--- config.mk ---
export PLATFORM = sky130hd
export DESIGN_NAME = mdu_iter_flat
export DESIGN_NICKNAME = d
export VERILOG_FILES = /design/src/rtl/mdu_iter_pkg.sv /design/src/rtl/mdu_iter_if.sv /design/src/rtl/mdu_iter_step.sv /design/src/rtl/mdu_iter.sv /design/src/flat_wrapper.sv
export SDC_FILE = /design/constraint.sdc
export NUM_CORES = 1
export LEC_CHECK = 0
export BUFFER_PORTS_ARGS = -buffer_cell sky130_fd_sc_hd__buf_2
export CORE_MARGIN = 5
export CORE_UTILIZATION = 46
export DETAILED_ROUTE_END_ITERATION = 10
export HOLD_SLACK_MARGIN = 0.1
export PLACE_DENSITY_LB_ADDON = 0.08
export SETUP_SLACK_MARGIN = 0.02
export SLEW_MARGIN = 30
export SYNTH_ARGS = -nofsm -noshare
export SYNTH_HDL_FRONTEND = slang
export SYNTH_HIERARCHICAL = 1
export SYNTH_SLANG_ARGS = --single-unit
--- constraint.sdc ---
create_clock -name clk -period 7.17 [get_ports clk]
set_clock_uncertainty 0.15 [all_clocks]
set_input_delay 0.717 -clock clk [delete_from_list [all_inputs] [get_ports clk]]
set_output_delay 0.717 -clock clk [all_outputs]
set_load 0.01 [all_outputs]
--- src/rtl/mdu_iter_pkg.sv ---
// Shared definitions for the iterative multiply/divide unit.
//   op_e        : encodings of the 3-bit operation code
//   state_e     : control FSM states
//   op_flags_t  : decoded operation flags kept for the whole operation
//   is_div / is_signed / is_acc / is_sub / decode_op : opcode helpers
package mdu_pkg;

    typedef enum logic [2:0] {
        OP_MULT  = 3'b000,
        OP_MULTU = 3'b001,
        OP_DIV   = 3'b010,
        OP_DIVU  = 3'b011,
        OP_MADD  = 3'b100,
        OP_MADDU = 3'b101,
        OP_MSUB  = 3'b110,
        OP_MSUBU = 3'b111
    } op_e;

    typedef enum logic [1:0] {
        IDLE = 2'd0,
        CALC = 2'd1,
        FIX  = 2'd2,
        DONE = 2'd3
    } state_e;

    typedef struct packed {
        logic div;  // divide (otherwise multiply based)
        logic acc;  // accumulate into acc
        logic sub;  // accumulate by subtraction
    } op_flags_t;

    function automatic logic is_div(input logic [2:0] op);
        return op[2:1] == 2'b01;
    endfunction

    // Even opcodes are the signed variants.
    function automatic logic is_signed(input logic [2:0] op);
        return ~op[0];
    endfunction

    function automatic logic is_acc(input logic [2:0] op);
        return op[2];
    endfunction

    function automatic logic is_sub(input logic [2:0] op);
        return op[2] & op[1];
    endfunction

    function automatic op_flags_t decode_op(input logic [2:0] op);
        op_flags_t f;
        f.div = is_div(op);
        f.acc = is_acc(op);
        f.sub = is_sub(op);
        return f;
    endfunction

endpackage

--- src/rtl/mdu_iter_if.sv ---
// Request/response bundle of the multiply/divide unit.
//   start_i/op_i/a_i/b_i/acc_i : request and operands (into the unit)
//   ack_i                      : consumer took the result
//   ready_o/busy_o/valid_o     : unit status
//   result_o/dz_o              : {HI,LO} result and divide-by-zero flag
interface mdu_iter_if #(
    parameter int WIDTH = 32
);
    logic                 start_i;
    logic [2:0]           op_i;
    logic [WIDTH-1:0]     a_i;
    logic [WIDTH-1:0]     b_i;
    logic [2*WIDTH-1:0]   acc_i;
    logic                 ack_i;
    logic                 ready_o;
    logic                 busy_o;
    logic                 valid_o;
    logic [2*WIDTH-1:0]   result_o;
    logic                 dz_o;

    modport master (
        output start_i, op_i, a_i, b_i, acc_i, ack_i,
        input  ready_o, busy_o, valid_o, result_o, dz_o
    );

    modport slave (
        input  start_i, op_i, a_i, b_i, acc_i, ack_i,
        output ready_o, busy_o, valid_o, result_o, dz_o
    );
endinterface

--- src/rtl/mdu_iter_step.sv ---
// One radix-2 step of the shared shift/add datapath (combinational).
//   div_i : 1 = restoring divide step, 0 = multiply add-shift step
//   p_i   : working register in; multiply {partial product, multiplier},
//           divide {partial remainder, dividend/quotient}
//   m_i   : multiplicand (multiply) or divisor (divide)
//   p_o   : working register after the step
module mdu_step #(
    parameter int WIDTH = 32
) (
    input  logic               div_i,
    input  logic [2*WIDTH-1:0] p_i,
    input  logic [WIDTH-1:0]   m_i,
    output logic [2*WIDTH-1:0] p_o
);
    logic [WIDTH:0]   mul_sum;
    logic [WIDTH:0]   div_top;
    logic [WIDTH-1:0] div_diff;
    logic             div_ge;

    always_comb begin
        // Multiply: add multiplicand on a set LSB, keep the carry, shift right.
        mul_sum  = {1'b0, p_i[2*WIDTH-1:WIDTH]} + {1'b0, (p_i[0] ? m_i : '0)};
        // Divide: remainder shifted left by one takes the next dividend bit.
        // The remainder stays below the divisor, so the W-bit difference
        // is exact whenever the subtraction is taken.
        div_top  = p_i[2*WIDTH-1:WIDTH-1];
        div_ge   = div_top >= {1'b0, m_i};
        div_diff = div_top[WIDTH-1:0] - m_i;
        if (div_i) begin
            p_o = {(div_ge ? div_diff : div_top[WIDTH-1:0]), p_i[WIDTH-2:0], div_ge};
        end else begin
            p_o = {mul_sum, p_i[WIDTH-1:1]};
        end
    end
endmodule

--- src/rtl/mdu_iter.sv ---
// Iterative multiply/divide/multiply-accumulate unit.
//   clk, rst (async, active low), en (0 = stall), annul_i (flush)
//   bus : mdu_iter_if slave port carrying request, operands, ack and
//         the {HI,LO} result with status flags.
// Operands are reduced to magnitudes at start, STEP radix-2 steps run per
// CALC cycle, and FIX applies signs / accumulation before DONE.
module mdu_iter
    import mdu_pkg::*;
#(
    parameter int WIDTH = 32,
    parameter int STEP  = 1
) (
    input  logic      clk,
    input  logic      rst,
    input  logic      en,
    input  logic      annul_i,
    mdu_iter_if.slave bus
);
    localparam int N  = WIDTH / STEP;
    localparam int CW = $clog2(N + 1);

    state_e             state_q, state_d;
    logic [CW-1:0]      cnt_q, cnt_d;
    op_flags_t          op_q, op_d;
    logic [2*WIDTH-1:0] p_q, p_d;
    logic [2*WIDTH-1:0] acc_q, acc_d;
    logic [2*WIDTH-1:0] result_q, result_d;
    logic [WIDTH-1:0]   m_q, m_d;
    logic [WIDTH-1:0]   a_raw_q, a_raw_d;
    logic               neg_res_q, neg_res_d;
    logic               neg_rem_q, neg_rem_d;
    logic               dz_q, dz_d;

    // Step chain: STEP radix-2 steps per CALC cycle.
    logic [2*WIDTH-1:0] chain [STEP+1];
    assign chain[0] = p_q;

    for (genvar g = 0; g < STEP; g++) begin : g_step
        mdu_step #(.WIDTH(WIDTH)) u_step (
            .div_i (op_q.div),
            .p_i   (chain[g]),
            .m_i   (m_q),
            .p_o   (chain[g+1])
        );
    end

    // Operand magnitudes at start; unsigned ops pass through raw.
    logic             a_neg, b_neg;
    logic [WIDTH-1:0] a_mag, b_mag;

    always_comb begin
        a_neg = is_signed(bus.op_i) & bus.a_i[WIDTH-1];
        b_neg = is_signed(bus.op_i) & bus.b_i[WIDTH-1];
        a_mag = a_neg ? -bus.a_i : bus.a_i;
        b_mag = b_neg ? -bus.b_i : bus.b_i;
    end

    // Sign correction and accumulation, written to result_q in FIX.
    logic [2*WIDTH-1:0] prod, fix_res;
    logic [WIDTH-1:0]   quo, rem;
    logic               fix_dz;

    always_comb begin
        prod    = neg_res_q ? -p_q : p_q;
        quo     = neg_res_q ? -p_q[WIDTH-1:0] : p_q[WIDTH-1:0];
        rem     = neg_rem_q ? -p_q[2*WIDTH-1:WIDTH] : p_q[2*WIDTH-1:WIDTH];
        fix_dz  = op_q.div && (m_q == '0);
        fix_res = prod;
        if (op_q.div) begin
            fix_res = fix_dz ? {a_raw_q, {WIDTH{1'b1}}} : {rem, quo};
        end else if (op_q.acc) begin
            fix_res = op_q.sub ? (acc_q - prod) : (acc_q + prod);
        end
    end

    // NOTE: every next-state value is defaulted to its register first, so
    // no branch below can leave a variable unassigned and infer a latch.
    always_comb begin
        state_d   = state_q;
        cnt_d     = cnt_q;
        op_d      = op_q;
        p_d       = p_q;
        m_d       = m_q;
        acc_d     = acc_q;
        a_raw_d   = a_raw_q;
        neg_res_d = neg_res_q;
        neg_rem_d = neg_rem_q;
        result_d  = result_q;
        dz_d      = dz_q;
        case (state_q)
            IDLE: begin
                if (bus.start_i) begin
                    op_d      = decode_op(bus.op_i);
                    acc_d     = bus.acc_i;
                    a_raw_d   = bus.a_i;
                    neg_res_d = a_neg ^ b_neg;
                    neg_rem_d = a_neg;
                    dz_d      = 1'b0;
                    cnt_d     = CW'(N);
                    state_d   = CALC;
                    if (is_div(bus.op_i)) begin
                        m_d = b_mag;
                        p_d = {{WIDTH{1'b0}}, a_mag};
                    end else begin
                        m_d = a_mag;
                        p_d = {{WIDTH{1'b0}}, b_mag};
                    end
                end
            end
            CALC: begin
                p_d   = chain[STEP];
                cnt_d = cnt_q - 1'b1;
                if (cnt_q == CW'(1)) state_d = FIX;
            end
            FIX: begin
                result_d = fix_res;
                dz_d     = fix_dz;
                state_d  = DONE;
            end
            DONE: begin
                if (bus.ack_i) begin
                    dz_d    = 1'b0;
                    state_d = IDLE;
                end
            end
            default: state_d = IDLE;
        endcase
    end

    // NOTE: sequential state uses non-blocking assignments so every register
    // samples the pre-edge values regardless of statement order.
    always_ff @(posedge clk or negedge rst) begin
        if (!rst) begin
            state_q   <= IDLE;
            cnt_q     <= '0;
            op_q      <= '0;
            p_q       <= '0;
            m_q       <= '0;
            acc_q     <= '0;
            a_raw_q   <= '0;
            neg_res_q <= 1'b0;
            neg_rem_q <= 1'b0;
            result_q  <= '0;
            dz_q      <= 1'b0;
        end else if (annul_i) begin
            // Flush wins over stall and over a same-cycle start; the last
            // written result is kept.
            state_q <= IDLE;
            dz_q    <= 1'b0;
        end else if (en) begin
            state_q   <= state_d;
            cnt_q     <= cnt_d;
            op_q      <= op_d;
            p_q       <= p_d;
            m_q       <= m_d;
            acc_q     <= acc_d;
            a_raw_q   <= a_raw_d;
            neg_res_q <= neg_res_d;
            neg_rem_q <= neg_rem_d;
            result_q  <= result_d;
            dz_q      <= dz_d;
        end
    end

    assign bus.ready_o  = (state_q == IDLE);
    assign bus.busy_o   = (state_q == CALC) || (state_q == FIX);
    assign bus.valid_o  = (state_q == DONE);
    assign bus.result_o = result_q;
    assign bus.dz_o     = dz_q;
endmodule

--- src/flat_wrapper.sv ---
// flat-port wrapper written by rule: the top's interface ports become plain ports
module mdu_iter_flat import mdu_pkg::*;
#(
    parameter int WIDTH = 32,
    parameter int STEP  = 1
)
  (clk, rst, en, annul_i, bus_start_i, bus_op_i, bus_a_i, bus_b_i, bus_acc_i, bus_ack_i, bus_ready_o, bus_busy_o, bus_valid_o, bus_result_o, bus_dz_o);
  mdu_iter_if #(.WIDTH(WIDTH)) bus_i ();
  input  logic clk;
  input  logic rst;
  input  logic en;
  input  logic annul_i;
  input wire logic [$bits(bus_i.start_i)-1:0] bus_start_i;
  input wire logic [$bits(bus_i.op_i)-1:0] bus_op_i;
  input wire logic [$bits(bus_i.a_i)-1:0] bus_a_i;
  input wire logic [$bits(bus_i.b_i)-1:0] bus_b_i;
  input wire logic [$bits(bus_i.acc_i)-1:0] bus_acc_i;
  input wire logic [$bits(bus_i.ack_i)-1:0] bus_ack_i;
  output wire logic [$bits(bus_i.ready_o)-1:0] bus_ready_o;
  output wire logic [$bits(bus_i.busy_o)-1:0] bus_busy_o;
  output wire logic [$bits(bus_i.valid_o)-1:0] bus_valid_o;
  output wire logic [$bits(bus_i.result_o)-1:0] bus_result_o;
  output wire logic [$bits(bus_i.dz_o)-1:0] bus_dz_o;
  assign bus_i.start_i = bus_start_i;
  assign bus_i.op_i = bus_op_i;
  assign bus_i.a_i = bus_a_i;
  assign bus_i.b_i = bus_b_i;
  assign bus_i.acc_i = bus_acc_i;
  assign bus_i.ack_i = bus_ack_i;
  assign bus_ready_o = bus_i.ready_o;
  assign bus_busy_o = bus_i.busy_o;
  assign bus_valid_o = bus_i.valid_o;
  assign bus_result_o = bus_i.result_o;
  assign bus_dz_o = bus_i.dz_o;
  mdu_iter #(.WIDTH(WIDTH), .STEP(STEP)) u_core (.clk(clk), .rst(rst), .en(en), .annul_i(annul_i), .bus(bus_i));
endmodule
==> results of run 1 <==
## registers in the layout, indices dropped and copies added (netlist names)
| signal | cells |
|---|---|
| u_core/acc_q | 64 |
| u_core/bus.result_o | 64 |
| u_core/p_q | 64 |
| u_core/a_raw_q | 32 |
| u_core/m_q | 32 |
| u_core/cnt_q | 6 |
| u_core/op_q | 3 |
| u_core/state_q | 2 |
| u_core/bus.dz_o | 1 |
| u_core/neg_rem_q | 1 |
| u_core/neg_res_q | 1 |
## layout by cell type, fill, tap and decap left out, types with 8 or more instances in the layout
cell type,n
nand2_1,349
a21oi_1,311
nor2_1,292
dfrtp_1,266
o21ai_0,260
buf_2,204
xor2_1,173
xnor2_1,138
ha_1,137
mux2_2,127
inv_1,96
nand3_1,91
a21o_1,85
buf_4,72
and2_1,52
nor3_1,50
a31oi_1,50
a211oi_1,44
nor4_1,43
nand4_1,40
clkbuf_16,37
mux2i_1,31
o31ai_1,31
nor2b_1,31
o21a_1,27
or3_1,24
o21bai_1,24
nand2b_1,23
o22ai_1,20
o211ai_1,18
and3_1,17
or4_1,16
o41ai_1,15
a221oi_1,12
or2_2,10
a41oi_1,9
nand3b_1,8
## Yosys cell counts (5+ instances only)
library cell / number
o21ai_0: 261
a21o_1: 85
buf_1: 10
a311oi_1: 5
o21bai_1: 24
buf_6: 5
dfrtp_1: 270
mux2_2: 127
or2_2: 10
a221oi_1: 12
nand3b_1: 8
o31ai_1: 31
o211ai_1: 18
or4_1: 16
a211oi_1: 45
clkbuf_1: 187
nor2_1: 292
nand2_1: 350
xnor2_1: 138
a21boi_0: 5
nand4_1: 40
ha_1: 138
a31oi_1: 50
a31o_2: 6
mux2i_1: 31
a2111oi_0: 7
or4_4: 6
xor2_1: 173
a22oi_1: 5
o41ai_1: 15
nand2b_1: 23
nor2b_1: 34
nor3_1: 51
a41oi_1: 9
or3_1: 25
o21a_1: 27
a221o_1: 5
a211o_1: 7
and2_1: 52
a21oi_1: 311
nor4_1: 46
and3_1: 18
nand3_1: 92
o22ai_1: 21
inv_1: 96
## what timing repair did
| action | 4_1_cts | 5_1_grt |
|---|---|---|
| hold endpoints to repair | 44 | 0 |
| hold buffers | 1 | 0 |
| resized for setup | 0 | 10 |
| buffers inserted | 0 | 0 |
| setup endpoints to repair | 0 | 23 |
## stage by stage
| stage | util [%] | cells | area, um^2 | hold slack [ns] |
|---|---|---|---|---|
| after global placement | 49.4 | 4125 | 27700 | 0.304 |
| final | 51.7 | 4191 | 29000 | 0.221 |
| after detailed placement | 49.4 | 4126 | 27700 | 0.309 |
| after floorplan | - | 3298 | 25900 | 0.271 |
| after global routing | 51.7 | 4190 | 29000 | 0.216 |
| after CTS | 51.6 | 4190 | 28900 | 0.197 |
## cells by family (layout without fill, tap and decap cells)
kind of cell	after synthesis	in the layout	share of synthesized area (%)
AO/OA/AOI/OAI	1006	1006	24.4
XOR/XNOR	314	314	10.7
adder cells (fa/ha/maj)	141	141	6.89
buffers and inverters	303	439	4.57
flip-flops	270	270	26.1
multiplexers	158	158	6.71
other	0	1	0
AND/OR/NAND/NOR	1106	1106	20.7
## layout make-up
type / instances / share of cell area, %
Clock inverter: 14 / 0.656
Timing Repair Buffer: 279 / 5.54
Multi-Input combinational cell: 2725 / 62.3
Clock buffer: 49 / 3.59
Antenna cell: 1 / 0.00863
Inverter: 97 / 1.26
Tap cell: 756 / 3.26
Sequential cell: 270 / 23.3
## final timing paths
kind                                                startpoint                                   to  slack, ns  cells after the start
max                                  u_core/p_q[2]$_DFFE_PN0P_  u_core/bus.result_o[57]$_DFFE_PN0P_       0.45                     21
min                                                    annul_i          u_core/bus.dz_o$_DFFE_PN0P_       0.22                      2
max reg2reg                          u_core/p_q[2]$_DFFE_PN0P_  u_core/bus.result_o[57]$_DFFE_PN0P_       0.45                     21
min reg2reg                u_core/bus.result_o[28]$_DFFE_PN0P_  u_core/bus.result_o[28]$_DFFE_PN0P_       0.32                      1
max in group asynchronous                                  rst  u_core/bus.result_o[47]$_DFFE_PN0P_       4.84                      3
min in group asynchronous                                  rst         u_core/acc_q[18]$_DFFE_PN0P_       0.61                      2
## routing by layer
| metal | track usage (%) | wire, um | up-vias |
|---|---|---|---|
| li1 | - | - | 12100 |
| met1 | 45.7 | 45300 | 12200 |
| met2 | 46.6 | 41700 | 994 |
| met3 | 4.12 | 6630 | 137 |
| met4 | 8.58 | 3090 | 0 |
| met5 | 0 | 0 | - |
## critical path, stage by stage (launching register included)
cell,delay (ns)
dfrtp_1,0.54
or4_4,0.64
o41ai_4,0.26
xor2_1,0.39
nand3_1,0.18
or4b_4,0.55
and2_1,0.19
xnor2_1,0.12
ha_1,0.37
nand4_1,0.14
nor2_1,0.08
a2111oi_1,0.58
a31oi_1,0.25
o21ai_0,0.31
a21oi_1,0.19
o21a_1,0.25
o21ai_0,0.51
o41ai_1,0.14
buf_4,0.18
a311oi_1,0.31
xor2_1,0.18
o22ai_1,0.10
==> flow_metrics.py, run 1 <==
metrics = {
    "timing": {
        "setup_slack_ns": 0.452,
        "hold_violations": 0,
        "fin_tns_setup_ns": 0,
        "setup_viol": 0,
        "relSlewSlack_pct": 30.2,
        "slew_violations": 0,
        "period_share_pct": 93.7,
        "tightest_slew_ns": 1.05,
        "max_freq_mhz": 149,
        "fin_crit_ns": 6.72,
        "grt_setup_unrepaired": "true",
    },
    "cts": {
        "cts-root-buf": "clkbuf_16",
        "cts_buffers": 36,
        "cts_tree": "done",
        "cts_num_sinks": 270,
        "path_clk_slew_ns": 0.06,
        "cts.htree.levels": 2,
        "insertion_delay_ns": 0.56,
        "cts_buffer_depth": 3,
    },
    "layout": {
        "multi_input_area_um2": 18100,
        "fillers": 5454,
        "area_growth_syn_to_layout_pct": 11.8,
        "fin_nets": 3687,
        "final_layout_size_suffix_gt1_share_pct": 16.1,
        "regArea_um2": 6760,
    },
    "die": {
        "dieHeight_um": 247,
        "fp-row-count": 87,
        "die_w_um": 247,
        "initial_core_util_pct": 46.2,
        "io_pins": 205,
        "coreArea_um2": 56100,
        "dieArea_um2": 61200,
    },
    "logic_synthesis": {
        "ys_ff_latch": 270,
        "netlist_instances": 3298,
        "yosysTopAreaCell": "dfrtp_1",
        "yosys.area.top_type_share_pct": 26.1,
        "postSynthAreaPerCell_um2": 7.86,
        "ys.flop_type": "dfrtp_1",
        "synth.area.top_cells": "dfrtp_1 (26%), ha_1 (6.7%), a21oi_1 (6.0%), xor2_1 (5.8%), mux2_2 (5.5%)",
        "synth_nets": 3576,
        "yosysSeqAreaShare_pct": 26.1,
        "yosysUniqueCellTypes": 106,
        "syn_area_um2": 25900,
        "async_flop_share_pct": 100,
        "synth_edf_count": 0,
        "yosys_warnings": 6,
    },
    "route": {
        "drtAntennaViolNets": 0,
        "wl_per_cell_um": 23.1,
        "drtPass1Iterations": 5,
        "via_per_inst": 6.08,
        "drtIter0Drc": 2341,
        "drc": 0,
        "wirelength_mm": 96.7,
        "vias": 25500,
    },
    "global_routing": {
        "grt_pass1_vias": 24100,
        "grt_pass1_wl_mm": 147,
        "grt_antenna_before_repair": 2,
        "groute.usage.overall_pct": 30.6,
        "grt_overflow": 0,
        "grt_max_degree": 140,
    },
    "worst_setup_path": {
        "path_class": "register to register",
        "crit_fanout": 12,
        "crit_required_ns": 7.45,
        "cp-start-kind": "register",
        "crit_arrival_ns": 7.00,
        "end_kind": "register",
    },
    "placed_design": {
        "pre_cts_ws_ns": 0.219,
        "portBuffers": 204,
        "place.gp.congestion": 0.948,
        "place_hpwl_mm": 74.5,
    },
    "status": {
        "status": "finished clean",
    },
    "flow_run": {
        "max_cap_violations": 0,
    },
    "min_path": {
        "min_path_type": "primary input to register",
    },
}
Power of run 1 is left out: the tool's default activity adds up to more than one toggle a clock period on the data nets, which glitch-free logic cannot reach.
==> inputs of run 2 (changes only) <==
Settings changed: CELL_PAD_IN_SITES_DETAIL_PLACEMENT set to 0, CELL_PAD_IN_SITES_GLOBAL_PLACEMENT set to 1.
==> run 2 against run 1 <==
  * Core utilization about the same
  * Sequential cell count unchanged
  * Final cell count down 0.29%
  * Fmax up 0.27%
  * Critical path type unchanged
  * Critical endpoint unchanged
==> flow_metrics.py, run 2 (synthesized netlist as in run 1, its figures left out) <==
metrics = {
    "cts": {
        "cts_num_sinks": 270,
        "cts-root-buf": "clkbuf_16",
        "cts_buffer_depth": 3,
        "path_clk_slew_ns": 0.05,
        "cts_tree": "done",
        "cts.htree.levels": 2,
        "insertion_delay_ns": 0.57,
        "cts_buffers": 36,
    },
    "route": {
        "drtAntennaViolNets": 0,
        "wirelength_mm": 96.9,
        "drtIter0Drc": 2232,
        "vias": 25300,
        "drtPass1Iterations": 6,
        "wl_per_cell_um": 23.2,
        "drc": 0,
        "via_per_inst": 6.05,
    },
    "layout": {
        "fin_nets": 3674,
        "most-common-layout-cells": "nand2_1 (349), a21oi_1 (311), nor2_1 (292)",
        "post-route-util_pct": 51.7,
        "final_common_cell": "nand2_1",
        "final_layout_size_suffix_gt1_share_pct": 15.8,
        "area_growth_syn_to_layout_pct": 11.7,
        "fillers": 5495,
    },
    "timing": {
        "hold_violations": 0,
        "grt_setup_unrepaired": "false",
        "tightest_slew_ns": 0.877,
        "slew_violations": 0,
        "fin_tns_setup_ns": 0,
        "period_share_pct": 93.4,
        "relSlewSlack_pct": 40.0,
        "fin_crit_ns": 6.70,
        "setup_viol": 0,
        "max_freq_mhz": 149,
    },
    "worst_setup_path": {
        "path_class": "register to register",
        "slowest_stage": "a2111oi_0",
        "cp.buffers_inverters": 1,
        "crit_chain": "inv_1, ha_1, or3b_2, nor4_1, nor2_1, o22ai_2, or4b_4, and2_1, xnor2_1, ha_1, nand4_1, nor2_1, a2111oi_0, a31oi_1, o21ai_0, a21oi_1, o21a_1, o21ai_1, o41ai_2, a311oi_1, xor2_1, o22ai_1",
        "end_kind": "register",
        "path_delay_family": "compound AO/OA/AOI/OAI gates",
        "crit_fanout": 8,
        "cp-start-kind": "register",
        "cpPeakStageDelay_ns": 0.61,
        "crit_arrival_ns": 6.98,
        "crit_required_ns": 7.45,
    },
    "placed_design": {
        "place_hpwl_mm": 74.8,
        "portBuffers": 204,
        "place.gp.congestion": 0.943,
    },
    "die": {
        "coreArea_um2": 56100,
        "initial_core_util_pct": 46.2,
        "io_pins": 205,
        "dieHeight_um": 247,
        "dieArea_um2": 61200,
        "die_w_um": 247,
        "fp-row-count": 87,
    },
    "min_path": {
        "min_path_type": "primary input to register",
    },
    "global_routing": {
        "grt_max_degree": 145,
        "grt_pass1_vias": 23800,
        "grt_overflow": 0,
        "groute.usage.overall_pct": 30.8,
        "grt_antenna_before_repair": 1,
        "grt_pass1_wl_mm": 148,
    },
    "status": {
        "status": "finished clean",
    },
    "flow_run": {
        "max_cap_violations": 0,
    },
}
==> run 2: cell count changes in the layout (fill, tap and decap cells not counted), sizes merged <==
cell    change
clkinv      +2
buf        -13
clkbuf      -1
bufinv      +2
inv         -2
==> run 2: layer usage <==
layer,GRT usage (%),wire [um],up-vias
met4,10.0,3440,0
met5,0,0,-
li1,-,-,12100
met3,3.41,5500,135
met2,46.7,41800,827
met1,46.0,46100,12200
==> run 2: worst paths after layout <==
check	start	end	slack, ns	cells past startpoint
worst min-delay path	bus_acc_i[47]	u_core/acc_q[47]$_DFFE_PN0P_	0.23	2
worst min register to register	u_core/bus.result_o[50]$_DFFE_PN0P_	u_core/bus.result_o[50]$_DFFE_PN0P_	0.32	2
max in group asynchronous	rst	u_core/op_q[2]$_DFFE_PN0P_	5.07	3
worst max-delay path	u_core/p_q[1]$_DFFE_PN0P_	u_core/bus.result_o[57]$_DFFE_PN0P_	0.47	22
min in group asynchronous	rst	u_core/bus.result_o[3]$_DFFE_PN0P_	0.56	2
worst max register to register	u_core/p_q[1]$_DFFE_PN0P_	u_core/bus.result_o[57]$_DFFE_PN0P_	0.47	22
==> run 2: area by class of cell <==
class	instances	area (um^2)	share of cell area, %
multi-input cells	2725	18100	62.5
flip-flops and latches	270	6760	23.3
repair buffers	266	1520	5.24
clock buffers	48	1020	3.52
well taps	756	946	3.27
inverters	97	364	1.26
clock inverters	16	258	0.890
diodes	1	2.50	0.00864
==> run 2: per-stage QoR <==
step | setup slack, ns | hold WS (ns) | instance area [um^2] | instances
detailed placement | -0.0293 | 0.307 | 27600 | 4111
CTS | 0.0899 | 0.202 | 28900 | 4176
global route | 0.0294 | 0.211 | 29000 | 4178
finish | 0.470 | 0.232 | 29000 | 4179
global placement | 0.174 | 0.302 | 27600 | 4111
floorplan | 0.640 | 0.271 | 25900 | 3298
==> run 2: worst register-to-register path, delay by kind of cell (launching register included) <==
family / cells / cell delay (ns)
simple gates: 7 / 1.94
flops: 1 / 0.46
buf+inv: 1 / 0.11
xor+xnor: 2 / 0.41
compound gates: 10 / 2.94
fa+ha+maj: 2 / 0.58
==> run 2: timing repair <==
item                                   CTS  global route
buffers inserted                         0             2
endpoints found under the hold margin   56             0
hold buffers                             1             0
resized for setup                        1            10
setup endpoints to repair                2            16
Power of run 2 is left out for the same reason.
